==> config.mk <==
export PLATFORM = sky130hd
export DESIGN_NAME = excep_arbiter
export DESIGN_NICKNAME = d
export VERILOG_FILES = /design/src/rtl/excep_arbiter.sv
export SDC_FILE = /design/constraint.sdc
export NUM_CORES = 1
export LEC_CHECK = 0
export ABC_AREA = 1
export BUFFER_PORTS_ARGS = -buffer_cell sky130_fd_sc_hd__buf_2
export CAP_MARGIN = 10
export CELL_PAD_IN_SITES_DETAIL_PLACEMENT = 1
export CELL_PAD_IN_SITES_GLOBAL_PLACEMENT = 1
export CORE_MARGIN = 5
export CORE_UTILIZATION = 35
export CTS_CLUSTER_DIAMETER = 30
export DETAILED_ROUTE_END_ITERATION = 16
export GPL_ROUTABILITY_DRIVEN = 1
export GPL_TIMING_DRIVEN = 0
export PLACE_DENSITY_LB_ADDON = 0.1
export SETUP_SLACK_MARGIN = 0.05
export SYNTH_ARGS = -nofsm -noshare
export SYNTH_HDL_FRONTEND = slang
export SYNTH_SLANG_ARGS = --single-unit
export TNS_END_PERCENT = 1
==> constraint.sdc <==
create_clock -name clk -period 1.97 [get_ports clk]
set_clock_uncertainty 0.05 [all_clocks]
set_input_delay 0.0985 -clock clk [delete_from_list [all_inputs] [get_ports clk]]
set_output_delay 0.0985 -clock clk [all_outputs]
set_load 0.005 [all_outputs]
==> src/rtl/excep_arbiter.sv <==
// rtl/excep_arbiter.sv - MEM-stage exception/interrupt arbiter and CP0 commit sequencer
// Picks one event by fixed priority, waits out data-SRAM traffic, commits to CP0, then flushes and redirects IF.
module excep_arbiter #(
   parameter logic [31:0] EXCEP_VECTOR = 32'hBFC0_0380,
   parameter int          FLUSH_CYCLES = 2
) (
   input  logic        clk,
   input  logic        rst,
   input  logic [31:0] excep_type_i,
   input  logic [31:0] pc_i,
   input  logic [31:0] mem_addr_i,
   input  logic        in_delayslot_i,
   input  logic [31:0] status_i,
   input  logic [31:0] cause_i,
   input  logic [31:0] epc_i,
   input  logic        mem_busy_i,
   input  logic        if_ready_i,
   output logic        commit_o,
   output logic        eret_o,
   output logic [4:0]  excep_code_o,
   output logic [31:0] epc_o,
   output logic        bd_o,
   output logic [31:0] badvaddr_o,
   output logic        badvaddr_we_o,
   output logic        flush_o,
   output logic        stall_o,
   output logic        redirect_valid_o,
   output logic [31:0] redirect_pc_o
);

   typedef enum logic [1:0] {IDLE, WAIT_MEM, FLUSH, REDIRECT} state_t;

   localparam logic [2:0] FLUSH_LAST = 3'(FLUSH_CYCLES);

   state_t      state;
   logic [2:0]  flush_cnt;

   logic        cap_eret;
   logic [4:0]  cap_code;
   logic [31:0] cap_epc;
   logic        cap_bd;
   logic [31:0] cap_badvaddr;
   logic        cap_bv_we;
   logic [31:0] cap_target;

   logic        int_pend;
   logic        ev_valid;
   logic        ev_eret;
   logic [4:0]  ev_code;
   logic [31:0] ev_badvaddr;
   logic        ev_bv_we;
   logic [31:0] ev_epc;
   logic [31:0] ev_target;

   logic        unused_bits;
   assign unused_bits = ^{excep_type_i[24:1], status_i[31:16], status_i[7:2],
                          cause_i[31:16], cause_i[7:0]};

   assign int_pend = (|(cause_i[15:8] & status_i[15:8])) & status_i[0] & ~status_i[1];
   assign ev_epc   = in_delayslot_i ? (pc_i - 32'd4) : pc_i;

   always_comb begin
      ev_valid    = 1'b1;
      ev_eret     = 1'b0;
      ev_code     = 5'd0;
      ev_badvaddr = 32'd0;
      ev_bv_we    = 1'b0;
      if (int_pend) begin
         ev_code = 5'd0;
      end else if (excep_type_i[31]) begin
         ev_code     = 5'd4;
         ev_badvaddr = pc_i;
         ev_bv_we    = 1'b1;
      end else if (excep_type_i[30]) begin
         ev_code = 5'd10;
      end else if (excep_type_i[29]) begin
         ev_code = 5'd12;
      end else if (excep_type_i[28]) begin
         ev_code = 5'd9;
      end else if (excep_type_i[27]) begin
         ev_code = 5'd8;
      end else if (excep_type_i[26]) begin
         ev_code     = 5'd4;
         ev_badvaddr = mem_addr_i;
         ev_bv_we    = 1'b1;
      end else if (excep_type_i[25]) begin
         ev_code     = 5'd5;
         ev_badvaddr = mem_addr_i;
         ev_bv_we    = 1'b1;
      end else if (excep_type_i[0]) begin
         ev_eret = 1'b1;
      end else begin
         ev_valid = 1'b0;
      end
   end

   assign ev_target = ev_eret ? epc_i : EXCEP_VECTOR;

   always_ff @(posedge clk) begin
      if (rst) begin
         state            <= IDLE;
         flush_cnt        <= 3'd0;
         cap_eret         <= 1'b0;
         cap_code         <= 5'd0;
         cap_epc          <= 32'd0;
         cap_bd           <= 1'b0;
         cap_badvaddr     <= 32'd0;
         cap_bv_we        <= 1'b0;
         cap_target       <= 32'd0;
         commit_o         <= 1'b0;
         eret_o           <= 1'b0;
         excep_code_o     <= 5'd0;
         epc_o            <= 32'd0;
         bd_o             <= 1'b0;
         badvaddr_o       <= 32'd0;
         badvaddr_we_o    <= 1'b0;
         flush_o          <= 1'b0;
         stall_o          <= 1'b0;
         redirect_valid_o <= 1'b0;
         redirect_pc_o    <= 32'd0;
      end else begin
         // Commit fields are a one-cycle pulse; zero them unless re-asserted below.
         commit_o      <= 1'b0;
         eret_o        <= 1'b0;
         excep_code_o  <= 5'd0;
         epc_o         <= 32'd0;
         bd_o          <= 1'b0;
         badvaddr_o    <= 32'd0;
         badvaddr_we_o <= 1'b0;
         case (state)
            IDLE: begin
               if (ev_valid) begin
                  cap_eret     <= ev_eret;
                  cap_code     <= ev_code;
                  cap_epc      <= ev_epc;
                  cap_bd       <= in_delayslot_i;
                  cap_badvaddr <= ev_badvaddr;
                  cap_bv_we    <= ev_bv_we;
                  cap_target   <= ev_target;
                  stall_o      <= 1'b1;
                  if (mem_busy_i) begin
                     state <= WAIT_MEM;
                  end else begin
                     state         <= FLUSH;
                     flush_o       <= 1'b1;
                     flush_cnt     <= 3'd1;
                     commit_o      <= 1'b1;
                     eret_o        <= ev_eret;
                     excep_code_o  <= ev_code;
                     epc_o         <= ev_epc;
                     bd_o          <= in_delayslot_i;
                     badvaddr_o    <= ev_badvaddr;
                     badvaddr_we_o <= ev_bv_we;
                  end
               end
            end
            WAIT_MEM: begin
               if (!mem_busy_i) begin
                  state         <= FLUSH;
                  flush_o       <= 1'b1;
                  flush_cnt     <= 3'd1;
                  commit_o      <= 1'b1;
                  eret_o        <= cap_eret;
                  excep_code_o  <= cap_code;
                  epc_o         <= cap_epc;
                  bd_o          <= cap_bd;
                  badvaddr_o    <= cap_badvaddr;
                  badvaddr_we_o <= cap_bv_we;
               end
            end
            FLUSH: begin
               if (flush_cnt == FLUSH_LAST) begin
                  state            <= REDIRECT;
                  flush_o          <= 1'b0;
                  flush_cnt        <= 3'd0;
                  redirect_valid_o <= 1'b1;
                  redirect_pc_o    <= cap_target;
               end else begin
                  flush_cnt <= flush_cnt + 3'd1;
               end
            end
            REDIRECT: begin
               if (if_ready_i) begin
                  state            <= IDLE;
                  stall_o          <= 1'b0;
                  redirect_valid_o <= 1'b0;
                  redirect_pc_o    <= 32'd0;
               end
            end
            default: state <= IDLE;
         endcase
      end
   end

endmodule
==> reports/summary.txt <==
FLOORPLANNING
--------------------------------------------------------------------------------
Number of top-level design ports                                             305
Site row count                                                                59
Overall die height                                                  171.5 microns
Standard cell core area                                              25910 sq um
Die ar.                                                              29420 sq um
Die extent in x                                                     171.5 microns
Starting density of the core                                              0.3525

LOGIC SYNTHESIS
--------------------------------------------------------------------------------
Number of register bits inferred by synthesis                                215
Mapped Avg Cell Area                                                 7.163 sq um
Sequential-to-total area share from yosys stat                            0.4713
Synth top area cells                                                sky130_fd_sc_hd__dfxtp_1 47%, sky130_fd_sc_hd__a21oi_1 12%, sky130_fd_sc_hd__nand2_1 12%
Synth top area share                                                      0.4713
Cell area after synthesis                                             9133 sq um
Leading register cell type out of synthesis                         sky130_fd_sc_hd__dfxtp_1
Synth unique cells                                                            34
Post-Syn Instances                                                          1275
Synth async-reset ratio                                                        0
Number of enable flip-flop cells after synthesis                               0
Number of synthesis warnings                                                   0
Synthesized Nets                                                            1477
Area leader, netlist                                                sky130_fd_sc_hd__dfxtp_1

SETUP PATH
--------------------------------------------------------------------------------
Maximum cell stage delay along the critical path                          440 ps
Combined buffer and inverter count along the critical path                     2
Number of cells on the critical path                                           9
Startpoint kind of the worst setup timing path                          register
Crit path from                                                      state[1]$_SDFFE_PP0P_
FF-to-FF path depth                                                            9
Capturing point of the worst reg2reg path                           redirect_pc_o[12]$_SDFFE_PP0P_
Ordered list of cells on the worst path                             ha_2, nand2_1, o21ai_1, nand2_4, nor2_4, buf_12, buf_6, nand2_1, a21oi_1
Critical path capture point type                                        register
Cell with the largest stage delay on the worst path                 sky130_fd_sc_hd__dfxtp_1
Worst endpoint required time                                             2370 ps
Worst R2R Setup Slack                                                      90 ps
Arrival time of data at the critical path endpoint                       2280 ps
Worst path most repeated cell                                       sky130_fd_sc_hd__nand2_1
Termination of the worst setup path                                 redirect_pc_o[12]$_SDFFE_PP0P_
Critical-path maximum fanout                                                   8
Startpoint of the worst-slack reg-to-reg timing path                state[1]$_SDFFE_PP0P_
Largest delay share family, worst path                                flip-flops
Type of the worst setup path                                        register to register

PWR
--------------------------------------------------------------------------------
Sequential Power Share                                                     0.296
Switching power                                                         6.563 mW
Power per unit of standard cell area                                1430 nW/um^2
Static leakage                                                          5.898 nW
Comb pwr share                                                             0.277
Cell internal power dissipation                                         12.72 mW
Peak supply drop                                                     0.0007602 V
Relative contribution of the clock network to total power                  0.427
Fraction of power spent switching nets                                    0.3403

CTS
--------------------------------------------------------------------------------
CTS Sinks                                                                    215
TritonCTS clock tree                                                         yes
Root Driver                                                         sky130_fd_sc_hd__clkbuf_16
Clock network latency to the later pin of the worst-skew pair             530 ps
TritonCTS Buffers                                                             48
Clock Path Buffers                                                             3
Clk slew on worst S/H paths                                                50 ps
H-tree level count                                                             2

LAYOUT
--------------------------------------------------------------------------------
Final core occ                                                            0.5206
Sequential Area                                                       4305 sq um
Nets@finish                                                                 1852
Final cell count without fillers                                            2021
Diodes inserted                                                                0
Count of filler cells inserted in the layout                                3241
Proportion of layout cells with a drive suffix above 1                    0.2479
Post-synthesis to final-layout area growth                                47.72%
Multi-input logic area                                                4258 sq um

MIN PATH
--------------------------------------------------------------------------------
Kind of path behind the tightest hold check                         input pin to register

STA
--------------------------------------------------------------------------------
Ratio of final minimum period to clock period                             0.9559
WHS                                                                     10.15 ps
Highest clock rate                                                    0.5310 GHz
Max-slew violation count                                                       0
Count of final setup violators                                                 0
Final-report hold violation count                                              0
Slew at the pin closest to its max-slew limit                           898.3 ps
RSZ-0062 raised after global routing                                         yes
Relative slew slack                                                       0.4011
Min Clock Period, post-route                                             1883 ps

PLACED DESIGN
--------------------------------------------------------------------------------
Number of cells after detailed placement                                    1841
IO Port Bufs                                                                 231
Detail Placement HPWL                                                   26.73 mm
Final estimated routing congestion in global placement                    0.8824

DETAILED ROUTING
--------------------------------------------------------------------------------
Count of vias placed by the detailed router                                10150
Detailed router's first-iteration violation count                            635
WL per Instance                                                     18.80 microns
Via density                                                                5.022
Total wire length                                                       37.99 mm
Post-detailed-route count of antenna-violating nets                            0
DRC Markers                                                                    0
First-pass iteration count of the detailed router                              5

GLOBAL ROUTE
--------------------------------------------------------------------------------
Number of global-route vias before repair                                  10530
Global-route wire length before repair                                  57.08 mm
All-layer global routing usage                                            0.2476
Number of antenna violations at the first check in global routing              1
Largest net degree at the start of global routing                             13
Global-route congestion overflow total                                         0

OUTCOME
--------------------------------------------------------------------------------
Outcome                                                             finished, final reports clean

RUN
--------------------------------------------------------------------------------
Count of maximum capacitance violations                                        0

-- worst register-to-register path: stages, from the launching register on --
cell,delay [ps]
sky130_fd_sc_hd__dfxtp_1,440
sky130_fd_sc_hd__ha_2,300
sky130_fd_sc_hd__nand2_1,80
sky130_fd_sc_hd__o21ai_1,140
sky130_fd_sc_hd__nand2_4,140
sky130_fd_sc_hd__nor2_4,150
sky130_fd_sc_hd__buf_12,140
sky130_fd_sc_hd__buf_6,120
sky130_fd_sc_hd__nand2_1,60
sky130_fd_sc_hd__a21oi_1,180
-- worst min path at each step --
stage / from / end / cells after the start
final: pc_i[2] / badvaddr_o[2]$_SDFF_PP0_ / 5
after global routing: pc_i[24] / cap_epc[24]$_SDFFE_PP0P_ / 4
after floorplan: epc_i[22] / cap_target[22]$_SDFFE_PP0P_ / 2
after detailed placement: epc_i[9] / cap_target[9]$_SDFFE_PP0P_ / 3
after CTS: pc_i[2] / badvaddr_o[2]$_SDFF_PP0_ / 5
after global placement: epc_i[24] / cap_target[24]$_SDFFE_PP0P_ / 3
-- flip-flops by register name (all words and copies together), names as in the netlist, 2 cells and up --
name	count
cap_target	32
state	2
badvaddr_o	32
flush_cnt	3
redirect_pc_o	32
epc_o	32
cap_badvaddr	32
excep_code_o	4
cap_code	4
cap_epc	32
-- cells by family (layout without fill, tap and decap cells) --
family,count (synthesis),in the layout,synth area share
and+or+nand+nor,592,592,0.2681
DFF,215,215,0.4713
AOI/OAI and AO/OA,300,300,0.1656
buffers and inverters,146,557,0.07234
xor gates and xnor gates,16,16,0.01534
adders and majority gates,5,5,0.006850
other,1,1,0.0004106
-- placed cells by master, fill, tap and decap left out, types with 3 or more instances in the layout --
| master | Yosys | layout |
|---|---|---|
| sky130_fd_sc_hd__a21oi_1 | 214 | 209 |
| sky130_fd_sc_hd__a21oi_2 | 0 | 5 |
| sky130_fd_sc_hd__buf_2 | 22 | 250 |
| sky130_fd_sc_hd__buf_4 | 10 | 17 |
| sky130_fd_sc_hd__buf_6 | 6 | 9 |
| sky130_fd_sc_hd__bufinv_16 | 0 | 6 |
| sky130_fd_sc_hd__clkbuf_1 | 42 | 26 |
| sky130_fd_sc_hd__clkbuf_16 | 0 | 49 |
| sky130_fd_sc_hd__clkbuf_2 | 0 | 8 |
| sky130_fd_sc_hd__clkbuf_4 | 0 | 5 |
| sky130_fd_sc_hd__clkbuf_8 | 0 | 9 |
| sky130_fd_sc_hd__clkinv_2 | 0 | 6 |
| sky130_fd_sc_hd__clkinvlp_4 | 0 | 10 |
| sky130_fd_sc_hd__dfxtp_1 | 215 | 214 |
| sky130_fd_sc_hd__dlygate4sd3_1 | 0 | 88 |
| sky130_fd_sc_hd__inv_1 | 59 | 56 |
| sky130_fd_sc_hd__inv_2 | 5 | 6 |
| sky130_fd_sc_hd__inv_4 | 1 | 3 |
| sky130_fd_sc_hd__inv_6 | 0 | 6 |
| sky130_fd_sc_hd__nand2_1 | 284 | 283 |
| sky130_fd_sc_hd__nand2_4 | 2 | 3 |
| sky130_fd_sc_hd__nand3_1 | 65 | 64 |
| sky130_fd_sc_hd__nand4_1 | 26 | 26 |
| sky130_fd_sc_hd__nor2_1 | 200 | 193 |
| sky130_fd_sc_hd__nor2_2 | 1 | 7 |
| sky130_fd_sc_hd__o21ai_0 | 80 | 70 |
| sky130_fd_sc_hd__o21ai_1 | 0 | 10 |
| sky130_fd_sc_hd__or2_2 | 3 | 3 |
| sky130_fd_sc_hd__xor2_1 | 16 | 16 |
-- power by group through the flow --
stage / registers, mW / clock network, mW / logic [mW]
2_1_floorplan: 5.69 / 0 / 2.88
3_3_place_gp: 5.72 / 0 / 4.66
3_5_place_dp: 5.76 / 0 / 4.76
4_1_cts: 5.69 / 8.33 / 5.11
5_1_grt: 5.80 / 8.57 / 5.85
6_report: 5.71 / 8.24 / 5.34
-- timing repair --
item | CTS | global route
hold endpoints to repair | 121 | 0
pin swaps | 1 | 2
setup endpoints to repair | 174 | 182
hold buffers | 88 | 0
cloned | 0 | 3
setup buffers | 1 | 2
gates resized for setup | 38 | 42
-- cell type report --
cell class	count	area share
timing repair buffer	325	0.1549
sequential	215	0.3191
multi-input combinational	914	0.3156
clock inverter	29	0.02569
clock buffer	57	0.09905
inverter	65	0.01864
buffer	81	0.03589
tap	335	0.03107
-- cell usage after synthesis, types with 6 or more instances --
library cell / instances
sky130_fd_sc_hd__buf_4: 10
sky130_fd_sc_hd__buf_6: 6
sky130_fd_sc_hd__nand2_1: 284
sky130_fd_sc_hd__xor2_1: 16
sky130_fd_sc_hd__a21oi_1: 214
sky130_fd_sc_hd__inv_1: 59
sky130_fd_sc_hd__o21ai_0: 80
sky130_fd_sc_hd__nand3_1: 65
sky130_fd_sc_hd__buf_2: 22
sky130_fd_sc_hd__nand4_1: 26
sky130_fd_sc_hd__dfxtp_1: 215
sky130_fd_sc_hd__clkbuf_1: 42
sky130_fd_sc_hd__nor2_1: 200
-- through the flow --
stage,power [mW],setup TNS [ps],setup WS [ps],area (sq um)
5_1_grt,20.22,0,23.92,13490
3_3_place_gp,10.38,-35200,-693.1,10710
4_1_cts,19.13,0,26.57,13360
3_5_place_dp,10.52,-37260,-761.4,10710
6_report,19.28,0,86.81,13490
2_1_floorplan,8.576,0,393.6,9133
-- layer usage --
layer	vias up	track usage	share of wire
li1	4937	-	-
met1	4829	0.3053	0.43
met2	310	0.4393	0.49
met3	71	0.04597	0.056
met4	2	0.07441	0.024
met5	-	0	0.00042
No activity file was read; power rests on OpenSTA's default activity.
